## src/rtl/qspi_sram_controller.sv

```systemverilog
// QSPI master for single-byte 1S-4S-4S reads (0xEB) and writes (0x38) to a serial SRAM.
// sck runs at clk/2; every pad-facing output comes straight from a flop.
module qspi_sram_controller #(
    parameter logic [7:0] CMD_READ        = 8'hEB,
    parameter logic [7:0] CMD_WRITE       = 8'h38,
    parameter int         WAIT_CYCLES     = 4,
    parameter int         DESELECT_CYCLES = 2
) (
    input  logic        clk,
    input  logic        rst_n,
    input  logic        req_valid,
    output logic        req_ready,
    input  logic        req_write,
    input  logic [23:0] req_addr,
    input  logic [7:0]  req_wdata,
    output logic        rsp_valid,
    output logic [7:0]  rsp_rdata,
    output logic        sck,
    output logic        ss_n,
    output logic [3:0]  sio_out,
    output logic [3:0]  sio_oe,
    input  logic [3:0]  sio_in
);

    typedef enum logic [2:0] {
        IDLE, CMD, ADDR, DUMMY, WDATA, RDATA, DESELECT
    } state_t;

    localparam logic [4:0] WR_SLOTS     = 5'd16;
    localparam logic [4:0] RD_SLOTS     = 5'(16 + WAIT_CYCLES);
    localparam logic [4:0] RDATA_FIRST  = 5'(14 + WAIT_CYCLES);
    localparam logic [4:0] RDATA_LAST   = 5'(15 + WAIT_CYCLES);
    localparam logic [3:0] DESEL_LAST   = 4'(DESELECT_CYCLES - 1);

    state_t      state_q, state_d;
    logic [4:0]  slot_q, slot_d;
    logic [3:0]  cnt_q, cnt_d;
    logic        sck_q, sck_d;
    logic        ss_n_q, ss_n_d;
    logic [3:0]  sio_out_q, sio_out_d;
    logic [3:0]  sio_oe_q, sio_oe_d;
    logic        ready_q, ready_d;
    logic        rsp_valid_q, rsp_valid_d;
    logic [7:0]  rsp_rdata_q, rsp_rdata_d;
    logic [3:0]  hi_q, hi_d;
    logic        wr_q, wr_d;
    logic [23:0] addr_q, addr_d;
    logic [7:0]  wdata_q, wdata_d;

    logic [4:0]  slot_next;
    logic [7:0]  opcode;

    function automatic logic [3:0] addr_nibble(input logic [23:0] a, input logic [4:0] n);
        case (n)
            5'd8:    addr_nibble = a[23:20];
            5'd9:    addr_nibble = a[19:16];
            5'd10:   addr_nibble = a[15:12];
            5'd11:   addr_nibble = a[11:8];
            5'd12:   addr_nibble = a[7:4];
            default: addr_nibble = a[3:0];
        endcase
    endfunction

    always_comb begin
        state_d     = state_q;
        slot_d      = slot_q;
        cnt_d       = cnt_q;
        sck_d       = sck_q;
        ss_n_d      = ss_n_q;
        sio_out_d   = sio_out_q;
        sio_oe_d    = sio_oe_q;
        ready_d     = ready_q;
        rsp_valid_d = 1'b0;
        rsp_rdata_d = rsp_rdata_q;
        hi_d        = hi_q;
        wr_d        = wr_q;
        addr_d      = addr_q;
        wdata_d     = wdata_q;
        slot_next   = slot_q + 5'd1;
        opcode      = wr_q ? CMD_WRITE : CMD_READ;

        case (state_q)
            DESELECT: begin
                sck_d     = 1'b0;
                ss_n_d    = 1'b1;
                sio_oe_d  = 4'b0000;
                sio_out_d = 4'b0000;
                if (cnt_q == DESEL_LAST) begin
                    state_d = IDLE;
                    ready_d = 1'b1;
                end else begin
                    cnt_d = cnt_q + 4'd1;
                end
            end
            IDLE: begin
                if (req_valid) begin
                    ready_d   = 1'b0;
                    wr_d      = req_write;
                    addr_d    = req_addr;
                    wdata_d   = req_wdata;
                    state_d   = CMD;
                    slot_d    = 5'd0;
                    ss_n_d    = 1'b0;
                    sck_d     = 1'b0;
                    sio_out_d = {3'b000, req_write ? CMD_WRITE[7] : CMD_READ[7]};
                    sio_oe_d  = 4'b0001;
                end
            end
            default: begin
                if (!sck_q) begin
                    sck_d = 1'b1;
                end else begin
                    // End of a high phase: sample read nibbles, then set up the next slot's low phase.
                    sck_d  = 1'b0;
                    slot_d = slot_next;
                    if (state_q == RDATA) begin
                        if (slot_q == RDATA_LAST) begin
                            rsp_valid_d = 1'b1;
                            rsp_rdata_d = {hi_q, sio_in};
                        end else begin
                            hi_d = sio_in;
                        end
                    end
                    if ((wr_q && slot_next == WR_SLOTS) || (!wr_q && slot_next == RD_SLOTS)) begin
                        state_d   = DESELECT;
                        ss_n_d    = 1'b1;
                        sio_oe_d  = 4'b0000;
                        sio_out_d = 4'b0000;
                        cnt_d     = 4'd0;
                    end else if (slot_next < 5'd8) begin
                        state_d   = CMD;
                        sio_out_d = {3'b000, opcode[~slot_next[2:0]]};
                        sio_oe_d  = 4'b0001;
                    end else if (slot_next < 5'd14) begin
                        state_d   = ADDR;
                        sio_out_d = addr_nibble(addr_q, slot_next);
                        sio_oe_d  = 4'b1111;
                    end else if (wr_q) begin
                        state_d   = WDATA;
                        sio_out_d = (slot_next == 5'd14) ? wdata_q[7:4] : wdata_q[3:0];
                        sio_oe_d  = 4'b1111;
                    end else if (slot_next < RDATA_FIRST) begin
                        state_d   = DUMMY;
                        sio_out_d = 4'b0000;
                        sio_oe_d  = 4'b0000;
                    end else begin
                        state_d   = RDATA;
                        sio_out_d = 4'b0000;
                        sio_oe_d  = 4'b0000;
                    end
                end
            end
        endcase
    end

    always_ff @(posedge clk or negedge rst_n) begin
        if (!rst_n) begin
            state_q     <= DESELECT;
            slot_q      <= 5'd0;
            cnt_q       <= 4'd0;
            sck_q       <= 1'b0;
            ss_n_q      <= 1'b1;
            sio_out_q   <= 4'b0000;
            sio_oe_q    <= 4'b0000;
            ready_q     <= 1'b0;
            rsp_valid_q <= 1'b0;
            rsp_rdata_q <= 8'h00;
        end else begin
            state_q     <= state_d;
            slot_q      <= slot_d;
            cnt_q       <= cnt_d;
            sck_q       <= sck_d;
            ss_n_q      <= ss_n_d;
            sio_out_q   <= sio_out_d;
            sio_oe_q    <= sio_oe_d;
            ready_q     <= ready_d;
            rsp_valid_q <= rsp_valid_d;
            rsp_rdata_q <= rsp_rdata_d;
        end
    end

    // Captured request fields and the high read nibble never need a reset value.
    always_ff @(posedge clk) begin
        hi_q    <= hi_d;
        wr_q    <= wr_d;
        addr_q  <= addr_d;
        wdata_q <= wdata_d;
    end

    assign req_ready = ready_q;
    assign rsp_valid = rsp_valid_q;
    assign rsp_rdata = rsp_rdata_q;
    assign sck       = sck_q;
    assign ss_n      = ss_n_q;
    assign sio_out   = sio_out_q;
    assign sio_oe    = sio_oe_q;

endmodule

```

## config.mk

```make
export PLATFORM = sky130hd
export DESIGN_NAME = qspi_sram_controller
export DESIGN_NICKNAME = d
export VERILOG_FILES = /design/src/rtl/qspi_sram_controller.sv
export SDC_FILE = /design/constraint.sdc
export NUM_CORES = 1
export LEC_CHECK = 0
export ABC_CLOCK_PERIOD_IN_PS = 4650
export CAP_MARGIN = 20
export CELL_PAD_IN_SITES_DETAIL_PLACEMENT = 1
export CELL_PAD_IN_SITES_GLOBAL_PLACEMENT = 1
export CORE_MARGIN = 10
export CORE_UTILIZATION = 44
export DETAILED_ROUTE_END_ITERATION = 10
export GPL_TIMING_DRIVEN = 0
export PLACE_DENSITY_LB_ADDON = 0.1
export SLEW_MARGIN = 20
export SYNTH_ARGS = -nofsm -noshare
export SYNTH_HDL_FRONTEND = slang
export SYNTH_SLANG_ARGS = --single-unit
```

## constraint.sdc

```tcl
create_clock -name clk -period 4.65 [get_ports clk]
set_clock_uncertainty 0.15 [all_clocks]
set_input_delay 0.93 -clock clk [delete_from_list [all_inputs] [get_ports clk]]
set_output_delay 0.93 -clock clk [all_outputs]
set_load 0.01 [all_outputs]
```

# After elaboration in Yosys (flattened, before gate mapping)
# Index checks and enable logic that the tools add are counted.
# totals
register_bits	69
latch_bits	0
ram_bits	0
rom_bits	0
inputBits	40
output_inout_bits	20
wordCells	109
n_memories	0
# classes
addsub	2
multipliers	0
div_mod_pow	0
n_lt_le_gt_ge	4
n_eq_ne	15
shifts	0
mux	48
n_bitwise	5
n_reduce_logical	21
# op_table
operator	n
$mux W4	16
$eq A5 B4 Y1 const B	6
$mux W3	8
$pmux W4 S2	3
$pmux W4 S5	1
$eq A5 B5 Y1 const B	3
$reduce_and A3 Y1	4
$reduce_and A4 Y1	3
$mux W1	11
$lt A5 B4 Y1 const B	2
$mux W5	2
$pmux W5 S2	1
$mux W8	1
$reduce_bool A2 Y1	4
$eq A3 B3 Y1 const B	2
$ne A2 B2 Y1 const B	3
$pmux W1 S2	3
$pmux W3 S2	1
$reduce_bool A3 Y1	2
$add A5 B1 Y5 const B	1
$lt A5 B5 Y1 const B	1
$add A4 B1 Y4 const B	1
$eq A4 B1 Y1 const B	1
$lt A3 B4 Y1 const B	1
9 further kinds	14

# Depth between registers and ports, before layout
# Gate-level depths: netlist of the first run.
# depth
depth_word	9
mapped_depth	9
depth_no_buf	8

# Worst setup path before layout of the first run
# No wires, ideal clock.
# synth_path
path_kind	input port to flip-flop
startpoint	input req_valid
endpoint	register slot_q[1]
setup_time_ns	0.121
arrival_ns	2.696
t_required_ns	4.379
path_slack_ns	1.683
stages	4
n_path_buf	1
cell_sequence	and2_1 clkbuf_1 o21ai_1 a22o_2
# synth_between
elab_chain_cells	2
# synth_lines
item	line_no	source
start, declared	11	input logic req_valid,
$ne A2 B2 Y1 (no source line)	--	
$reduce_and A3 Y1 (no source line)	--	
end signal, assigned	170	slot_q <= slot_d;
end, declared	36	logic [4:0] slot_q, slot_d;
# Every way passes these cells.
# A chain may end at the register's enable or synchronous reset.

# Worst setup path in the final report of the first run
# layout_path
startpoint	register slot_q[0]
endpoint	register sio_out_q[0], in the netlist sio_out[0]
# layout_between
elab_chain_cells	9
elab_cells_between_ends	25
classes_between	1 x add/sub; 2 x order compare; 8 x eq/ne; 10 x mux; 1 x bitwise; 3 x reduce/logical
# layout_lines
item	line_no	source
$add A5 B1 Y5 (*)	79	slot_next = slot_q + 5'd1;
$eq A5 B4 Y1	140	sio_out_d = (slot_next == 5'd14) ? wdata_q[7:4] : wdata_q[3:0];
$mux W4	140	
$mux W4	138	end else if (wr_q) begin
$mux W4	134	end else if (slot_next < 5'd14) begin
$mux W4	130	end else if (slot_next < 5'd8) begin
$mux W4 (*)	124	if ((wr_q && slot_next == WR_SLOTS) || (!wr_q && slot_next == RD_SLOTS)) begin
$mux W4 (*)	110	if (!sck_q) begin
$pmux W4 S2 (*)	82	case (state_q)
end signal, assigned	174	sio_out_q <= sio_out_d;
end, declared	40	logic [3:0] sio_out_q, sio_out_d;
# Mark *: on every way between the ends. The rest lies on a longest branch, timed or not. The select of a mux whose other input is x is not followed.

==> impl_results.rst, run 1 <==
.. list-table::
   :header-rows: 1

   * - Metric
     - Value
   * - Final Instance Count excl. Fillers
     - 433
   * - Buffers on Ports
     - 59
   * - Register area share after synthesis
     - 59.2%
   * - Number of warnings printed during yosys synthesis
     - 0
   * - Area share of the leading cell type in the synthesized netlist
     - 35.3%
   * - Critical Path Start Type
     - flop
   * - Overall via count from detail_route
     - 2356
   * - Number of global-route vias before repair
     - 2558
   * - Master cell of the clock root buffer
     - sky130_fd_sc_hd__clkbuf_8
   * - Floorplan row count
     - 30
   * - R2R Path Start
     - slot_q[0]$_DFFE_PN0P_
   * - Worst path slowest cell
     - sky130_fd_sc_hd__dfrtp_1
   * - Share of cells above drive strength 1
     - 15.4%
   * - Wire length of the first global-routing pass
     - 13200 um
   * - FILL cells
     - 719
   * - Final TNS setup
     - 0 ns
   * - Share of flip-flops with an asynchronous set or reset
     - 44.8%
   * - Hold violation total from the final report
     - 0
   * - Ratio of total power to cell area
     - 565 nW/um^2
   * - Number of flops mapped to enable cells by yosys
     - 37
   * - Library cell with the largest summed area after synthesis
     - sky130_fd_sc_hd__edfxtp_1
   * - Critical path peak fanout
     - 10
   * - Clock tree from TritonCTS
     - built
   * - Summed instance area of the synthesized netlist
     - 3150 um^2
   * - Most instantiated flip-flop cell in the synthesis netlist
     - sky130_fd_sc_hd__edfxtp_1
   * - Quantity of hold-fixing buffers added after cts
     - 0
   * - Antenna violations before repair
     - 0
   * - Register-to-register path setup slack
     - 1.57 ns
   * - Post-Synthesis Cells
     - 261
   * - Clk Latency, worst-skew pair
     - 0.35 ns
   * - Maximum VDD drop
     - 0.241 mV
   * - HPWL after DPL
     - 5990 um
   * - Post-synthesis cell type count
     - 56
   * - PostCTS Resize Cnt
     - 0
   * - Time the final worst path needs with I/O delays and setup
     - 3.08 ns
   * - Nature of the critical path endpoint
     - flop
   * - Startpoint of the most critical hold path
     - hi_q[3]$_DFFE_PP_
   * - Least-Margin Pin Slew
     - 0.697 ns
   * - Worst-case hold path end point
     - rsp_rdata[7]$_DFFE_PN0P_
   * - HP Class
     - reg2reg
   * - Cell count of the worst hold path
     - 1
   * - Die Height
     - 105 um
   * - Relative slew slack
     - 53.6%
   * - Avg Vias per Cell
     - 5.44
   * - Horiz. Die Dim
     - 105 um
   * - Floorplan core area
     - 6870 um^2
   * - Routed len/inst
     - 18.7 um
   * - Total overflow reported by the global router
     - 0
   * - Buffers from clock root to sink, at most
     - 2
   * - WL final
     - 8090 um
   * - Antenna cell count
     - 0
   * - Maximum number of pins on one net before global-route repair
     - 31
   * - Max-slew violation count
     - 0
   * - Total die area
     - 10900 um^2
   * - Area of the multi-input gates
     - 1180 um^2
   * - Crit Path Class
     - reg2reg
   * - Antenna-violating nets left
     - 0
   * - CP max stage delay
     - 0.50 ns
   * - DRC violation count after routing
     - 0
   * - RSZ-0062 raised after global routing
     - false
   * - Clock-pin slew on the worst setup and hold paths
     - 0.08 ns
   * - Top-level I/O count
     - 60
   * - GRT Resource Usage Total
     - 15.0%
   * - Total setup buffers inserted after CTS
     - 0
   * - Setup violators final
     - 0
   * - Top cells by count, synth
     - 37 x sky130_fd_sc_hd__edfxtp_1, 27 x sky130_fd_sc_hd__dfrtp_1, 21 x sky130_fd_sc_hd__nand2_1
   * - Routability Congestion
     - 0.829
   * - Total CTS buffers
     - 9
   * - Number of search-and-repair iterations in the first detailed-routing pass
     - 4
   * - CP arrival
     - 3.16 ns
   * - Clock H-tree levels
     - 3
   * - Count of state elements after synthesis
     - 67
   * - Sequential cell area in the final layout
     - 1870 um^2
   * - Number of DRC violations after detailed-routing iteration 0
     - 107
   * - Leakage power total
     - 1.55 nW
   * - Nets@finish
     - 378
   * - Result of the run
     - complete, no violations
   * - Path depth of the worst reg2reg path
     - 8
   * - Max frequency
     - 0.325 GHz
   * - Mean instance size in the synthesized netlist
     - 12.1 um^2
   * - Sink count of the clock tree
     - 67
   * - Max-cap viol count
     - 0
   * - Synth-to-Final Area Change
     - 30.2%
   * - Reg2Reg Capture Point
     - sio_out[0]$_DFFE_PN0P_
   * - Synthesized Nets
     - 307
   * - Post-route clock period utilization
     - 66.2%
   * - Cells along the critical path
     - clkbuf_1 -> inv_1 -> ha_1 -> o41ai_1 -> a21boi_0 -> nand2b_1 -> a41oi_1 -> o31ai_2
   * - CP required
     - 4.73 ns
   * - Most repeated cell in the gate-level netlist after synthesis
     - sky130_fd_sc_hd__edfxtp_1
   * - Placed insts
     - 417
   * - Initial core utilization
     - 45.8%
   * - Largest cells by area after synthesis
     - sky130_fd_sc_hd__edfxtp_1 35%, sky130_fd_sc_hd__dfrtp_1 21%, sky130_fd_sc_hd__mux2_2 3.2%, sky130_fd_sc_hd__dfstp_2 2.5%, sky130_fd_sc_hd__nand2_1 2.5%
==> routing by layer <==
layer	global-route usage, %	vias up	wire [um]
met2	26.9	56	4190
met1	16.6	1169	3440
met4	5.59	0	121
met5	0	-	0
met3	4.18	10	342
li1	-	1121	-
==> sequential cells by signal (all words and copies together), names as in the netlist <==
name,cells
wr_q,1
addr_q,24
wdata_q,8
hi_q,4
rsp_rdata,8
req_ready,1
sio_out,4
sio_oe,2
cnt_q,4
ss_n,1
sck,1
rsp_valid,1
state_q,3
slot_q,5
==> worst max path at each step <==
stage | start | end | cells after the start
final | slot_q[0]$_DFFE_PN0P_ | sio_out[0]$_DFFE_PN0P_ | 8
after global routing | slot_q[0]$_DFFE_PN0P_ | sio_out[0]$_DFFE_PN0P_ | 8
after CTS | slot_q[0]$_DFFE_PN0P_ | sio_out[0]$_DFFE_PN0P_ | 8
after detailed placement | slot_q[0]$_DFFE_PN0P_ | sio_out[0]$_DFFE_PN0P_ | 8
after global placement | req_valid | slot_q[1]$_DFFE_PN0P_ | 5
after floorplan | req_valid | slot_q[1]$_DFFE_PN0P_ | 4
==> report_power, final <==
| part | leakage, nW | internal (W) | switching, W |
|---|---|---|---|
| combinational | 0.705 | 0.000380 | 0.000518 |
| clock | 0.114 | 0.000320 | 0.000235 |
| sequential | 0.730 | 0.000774 | 0.0000904 |
==> metrics by stage <==
stage	hold slack, ns	worst slack [ns]	instance area (um^2)	total power, W	util (%)
floorplan	0.304	1.68	3150	0.00145	-
global placement	0.306	0.550	3860	0.00173	56.2
detailed placement	0.317	1.52	3880	0.00177	56.4
CTS	0.336	1.51	4100	0.00234	59.7
global route	0.354	1.28	4100	0.00246	59.7
finish	0.332	1.57	4100	0.00232	59.7
==> critical path: cells and delay by family, from the launching register on <==
family | cells | cell delay (ns)
AO/OA/AOI/OAI | 4 | 1.35
buffers and inverters | 2 | 0.52
flip-flops | 1 | 0.50
adder cells (fa/ha/maj) | 1 | 0.30
AND/OR/NAND/NOR | 1 | 0.15
==> cell type report <==
class,instances,area share (%)
inverters,8,0.732
plain buffers,13,1.83
multi-input cells,173,28.8
clock inverters,5,2.04
well taps,96,2.93
clock buffers,11,3.45
repair buffers,60,14.8
flip-flops and latches,67,45.5
==> cell usage in the layout (no fill, tap or decap), types with 2 or more instances in the layout <==
master,n
sky130_fd_sc_hd__a21boi_0,3
sky130_fd_sc_hd__inv_1,8
sky130_fd_sc_hd__bufinv_16,2
sky130_fd_sc_hd__a31oi_1,3
sky130_fd_sc_hd__buf_2,3
sky130_fd_sc_hd__xnor2_1,2
sky130_fd_sc_hd__a221oi_1,4
sky130_fd_sc_hd__a22o_2,2
sky130_fd_sc_hd__dfstp_2,3
sky130_fd_sc_hd__ha_1,6
sky130_fd_sc_hd__clkbuf_8,10
sky130_fd_sc_hd__nor2_1,15
sky130_fd_sc_hd__nor2b_1,4
sky130_fd_sc_hd__nand2_1,21
sky130_fd_sc_hd__a22oi_1,2
sky130_fd_sc_hd__xor2_1,6
sky130_fd_sc_hd__clkdlybuf4s50_1,58
sky130_fd_sc_hd__a21oi_1,14
sky130_fd_sc_hd__a22o_1,4
sky130_fd_sc_hd__mux2_2,9
sky130_fd_sc_hd__o211ai_1,3
sky130_fd_sc_hd__dfrtp_1,27
sky130_fd_sc_hd__edfxtp_1,37
sky130_fd_sc_hd__buf_4,6
sky130_fd_sc_hd__o31ai_2,3
sky130_fd_sc_hd__o22ai_1,6
sky130_fd_sc_hd__nand4_1,3
sky130_fd_sc_hd__clkbuf_1,5
sky130_fd_sc_hd__o21ai_0,14
sky130_fd_sc_hd__o221ai_1,2
sky130_fd_sc_hd__o31ai_1,2
sky130_fd_sc_hd__nor3_1,4
sky130_fd_sc_hd__and2_1,6
sky130_fd_sc_hd__nand2b_1,2
sky130_fd_sc_hd__nand3_1,9
==> logic make-up (layout without fill, tap and decap cells) <==
group	after synthesis	count (layout)	synth area share, %
compound gates	76	76	17.0
flops	67	67	59.2
fa+ha+maj	6	6	2.38
buf+inv	21	97	3.30
mux	10	10	3.54
xor+xnor	8	8	2.22
simple gates	73	73	12.3
No activity file was read; power rests on OpenSTA's default activity.
==> run 2, diff against run 1 <==
ABC_CLOCK_PERIOD_IN_PS = 2800   (was 4650)
CORE_UTILIZATION = 37   (was 44)
clock period = 2.8 ns   (was 4.65 ns; I/O delays follow)
==> impl_results.rst, run 2 (synthesis results as in run 1) <==
.. list-table::
   :header-rows: 1

   * - Metric
     - Value
   * - Result of the run
     - complete, no violations
   * - Critical Path Start Type
     - flop
   * - Overall via count from detail_route
     - 2298
   * - Area after detailed placement
     - 3910 um^2
   * - WL final
     - 7850 um
   * - Quantity of hold-fixing buffers added after cts
     - 0
   * - Synth-to-Final Area Change
     - 29.7%
   * - Max frequency
     - 0.388 GHz
   * - Nature of the critical path endpoint
     - flop
   * - Buffers from clock root to sink, at most
     - 2
   * - DRC violation count after routing
     - 0
   * - Maximum VDD drop
     - 0.361 mV
   * - Routability Congestion
     - 0.800
   * - Antenna-violating nets left
     - 0
   * - Max-cap viol count
     - 0
   * - Area of all placed cells without fillers
     - 4080 um^2
   * - Post-route clock period utilization
     - 92.0%
   * - Total die area
     - 12600 um^2
   * - Die Height
     - 112 um
   * - Number of buffers and inverters on the critical path
     - 2
   * - Worst hold margin
     - 0.00473 ns
   * - Clock-pin slew on the worst setup and hold paths
     - 0.08 ns
   * - Antenna violations before repair
     - 0
   * - CP arrival
     - 2.65 ns
   * - Relative slew slack
     - 64.7%
   * - Time the final worst path needs with I/O delays and setup
     - 2.57 ns
   * - Top-level I/O count
     - 60
   * - Routed len/inst
     - 17.8 um
   * - Clock tree from TritonCTS
     - built
   * - Horiz. Die Dim
     - 112 um
   * - Nets@finish
     - 378
   * - Ratio of total power to cell area
     - 890 nW/um^2
   * - Most common library cell in the layout ignoring fill and taps
     - sky130_fd_sc_hd__clkdlybuf4s50_1
   * - CP required
     - 2.88 ns
   * - Total setup buffers inserted after CTS
     - 0
   * - Most frequent cells in the layout
     - 58 x sky130_fd_sc_hd__clkdlybuf4s50_1, 37 x sky130_fd_sc_hd__edfxtp_1, 26 x sky130_fd_sc_hd__dfrtp_1
   * - Total overflow reported by the global router
     - 0
   * - Worst path slowest cell
     - sky130_fd_sc_hd__dfrtp_2
   * - RSZ-0062 raised after global routing
     - false
   * - Antenna cell count
     - 0
   * - Setup violators final
     - 0
   * - Number of flip-flops in the largest register
     - 24
   * - Sink count of the clock tree
     - 67
   * - Clock H-tree levels
     - 3
   * - CP max stage delay
     - 0.44 ns
   * - Initial core utilization
     - 38.1%
   * - HP Class
     - in2async
   * - Leakage power total
     - 1.54 nW
   * - Master cell of the clock root buffer
     - sky130_fd_sc_hd__clkbuf_8
   * - Cells along the critical path
     - clkbuf_2 -> inv_1 -> ha_1 -> o41ai_2 -> a21boi_2 -> nand2b_1 -> a41oi_1 -> o31ai_2
   * - Share of cells above drive strength 1
     - 17.2%
   * - Floorplan row count
     - 33
   * - FILL cells
     - 877
   * - HPWL after DPL
     - 5890 um
   * - Total CTS buffers
     - 9
   * - Number of search-and-repair iterations in the first detailed-routing pass
     - 4
   * - Critical path peak fanout
     - 10
   * - Maximum number of pins on one net before global-route repair
     - 33
   * - Avg Vias per Cell
     - 5.20
   * - Buffers on Ports
     - 59
   * - Least-Margin Pin Slew
     - 0.527 ns
   * - GRT Resource Usage Total
     - 13.1%
   * - Hold violation total from the final report
     - 0
   * - Number of global-route vias before repair
     - 2608
   * - Clk Latency, worst-skew pair
     - 0.34 ns
   * - Category of cells accounting for the largest share of critical-path delay
     - compound AO/OA/AOI/OAI gates
   * - Register bank with the most flops
     - addr_q
   * - Floorplan core area
     - 8260 um^2
   * - Max-slew violation count
     - 0
   * - Wire length of the first global-routing pass
     - 13400 um
   * - Crit Path Class
     - reg2reg
   * - Number of DRC violations after detailed-routing iteration 0
     - 76
-- run 2: final cells by class --
cell class                      count  area, um^2  area share [%]
Clock buffer                       10         128            3.12
Tap cell                          105         131            3.22
Multi-Input combinational cell    173        1200            29.3
Sequential cell                    67        1870            45.7
Timing Repair Buffer               61         626            15.3
Buffer                             12        72.6            1.78
Clock inverter                      6        32.5           0.797
Inverter                            8        30.0           0.735
-- run 2: final timing paths --
| path | end | cells past startpoint | startpoint | slack (ns) |
|---|---|---|---|---|
| worst max-delay path | sio_out[0]$_DFFE_PN0P_ | 8 | slot_q[0]$_DFFE_PN0P_ | 0.23 |
| worst min-delay path | req_ready$_DFFE_PN0P_ | 2 | rst_n | 0.005 |
| worst max register to register | sio_out[0]$_DFFE_PN0P_ | 8 | slot_q[0]$_DFFE_PN0P_ | 0.23 |
| worst min register to register | rsp_rdata[7]$_DFFE_PN0P_ | 1 | hi_q[3]$_DFFE_PP_ | 0.33 |
| max in group asynchronous | state_q[2]$_DFFE_PN1P_ | 2 | rst_n | 2.25 |
| min in group clk | rsp_rdata[7]$_DFFE_PN0P_ | 1 | hi_q[3]$_DFFE_PP_ | 0.33 |
-- run 2: worst register-to-register path, stage by stage (launching register included) --
cell and delay [ns]:
sky130_fd_sc_hd__dfrtp_2 0.44, sky130_fd_sc_hd__clkbuf_2 0.25, sky130_fd_sc_hd__inv_1 0.09, sky130_fd_sc_hd__ha_1 0.29
sky130_fd_sc_hd__o41ai_2 0.39, sky130_fd_sc_hd__a21boi_2 0.31, sky130_fd_sc_hd__nand2b_1 0.11, sky130_fd_sc_hd__a41oi_1 0.33
sky130_fd_sc_hd__o31ai_2 0.08
-- run 2: metal layers --
layer / global-route usage (%) / wire (um) / vias to the layer above
li1: - / - / 1118
met1: 15.3 / 3370 / 1114
met2: 22.1 / 3920 / 54
met3: 3.94 / 413 / 12
met4: 4.99 / 143 / 0
met5: 0 / 0 / -
-- run 2: what timing repair did --
item,4_1_cts,5_1_grt
setup endpoints to repair,5,4
pin swaps,0,0
resized for setup,3,3
-- run 2: report_power, final --
part / internal, W / switching [W]
combinational: 0.000646 / 0.000865
clock: 0.000313 / 0.000374
sequential: 0.00129 / 0.000151
-- run 2: through the flow --
step | std cells | TNS [ns] | power [W] | setup slack (ns) | util [%]
3_5_place_dp | 427 | -0.386 | 0.00295 | -0.274 | 47.3
3_3_place_gp | 425 | -21.16 | 0.00290 | -0.998 | 46.9
4_1_cts | 443 | 0 | 0.00366 | 0.0574 | 49.3
2_1_floorplan | 261 | 0 | 0.00240 | 0.0345 | -
5_1_grt | 442 | 0 | 0.00390 | 0.0120 | 49.5
6_report | 442 | 0 | 0.00364 | 0.225 | 49.5
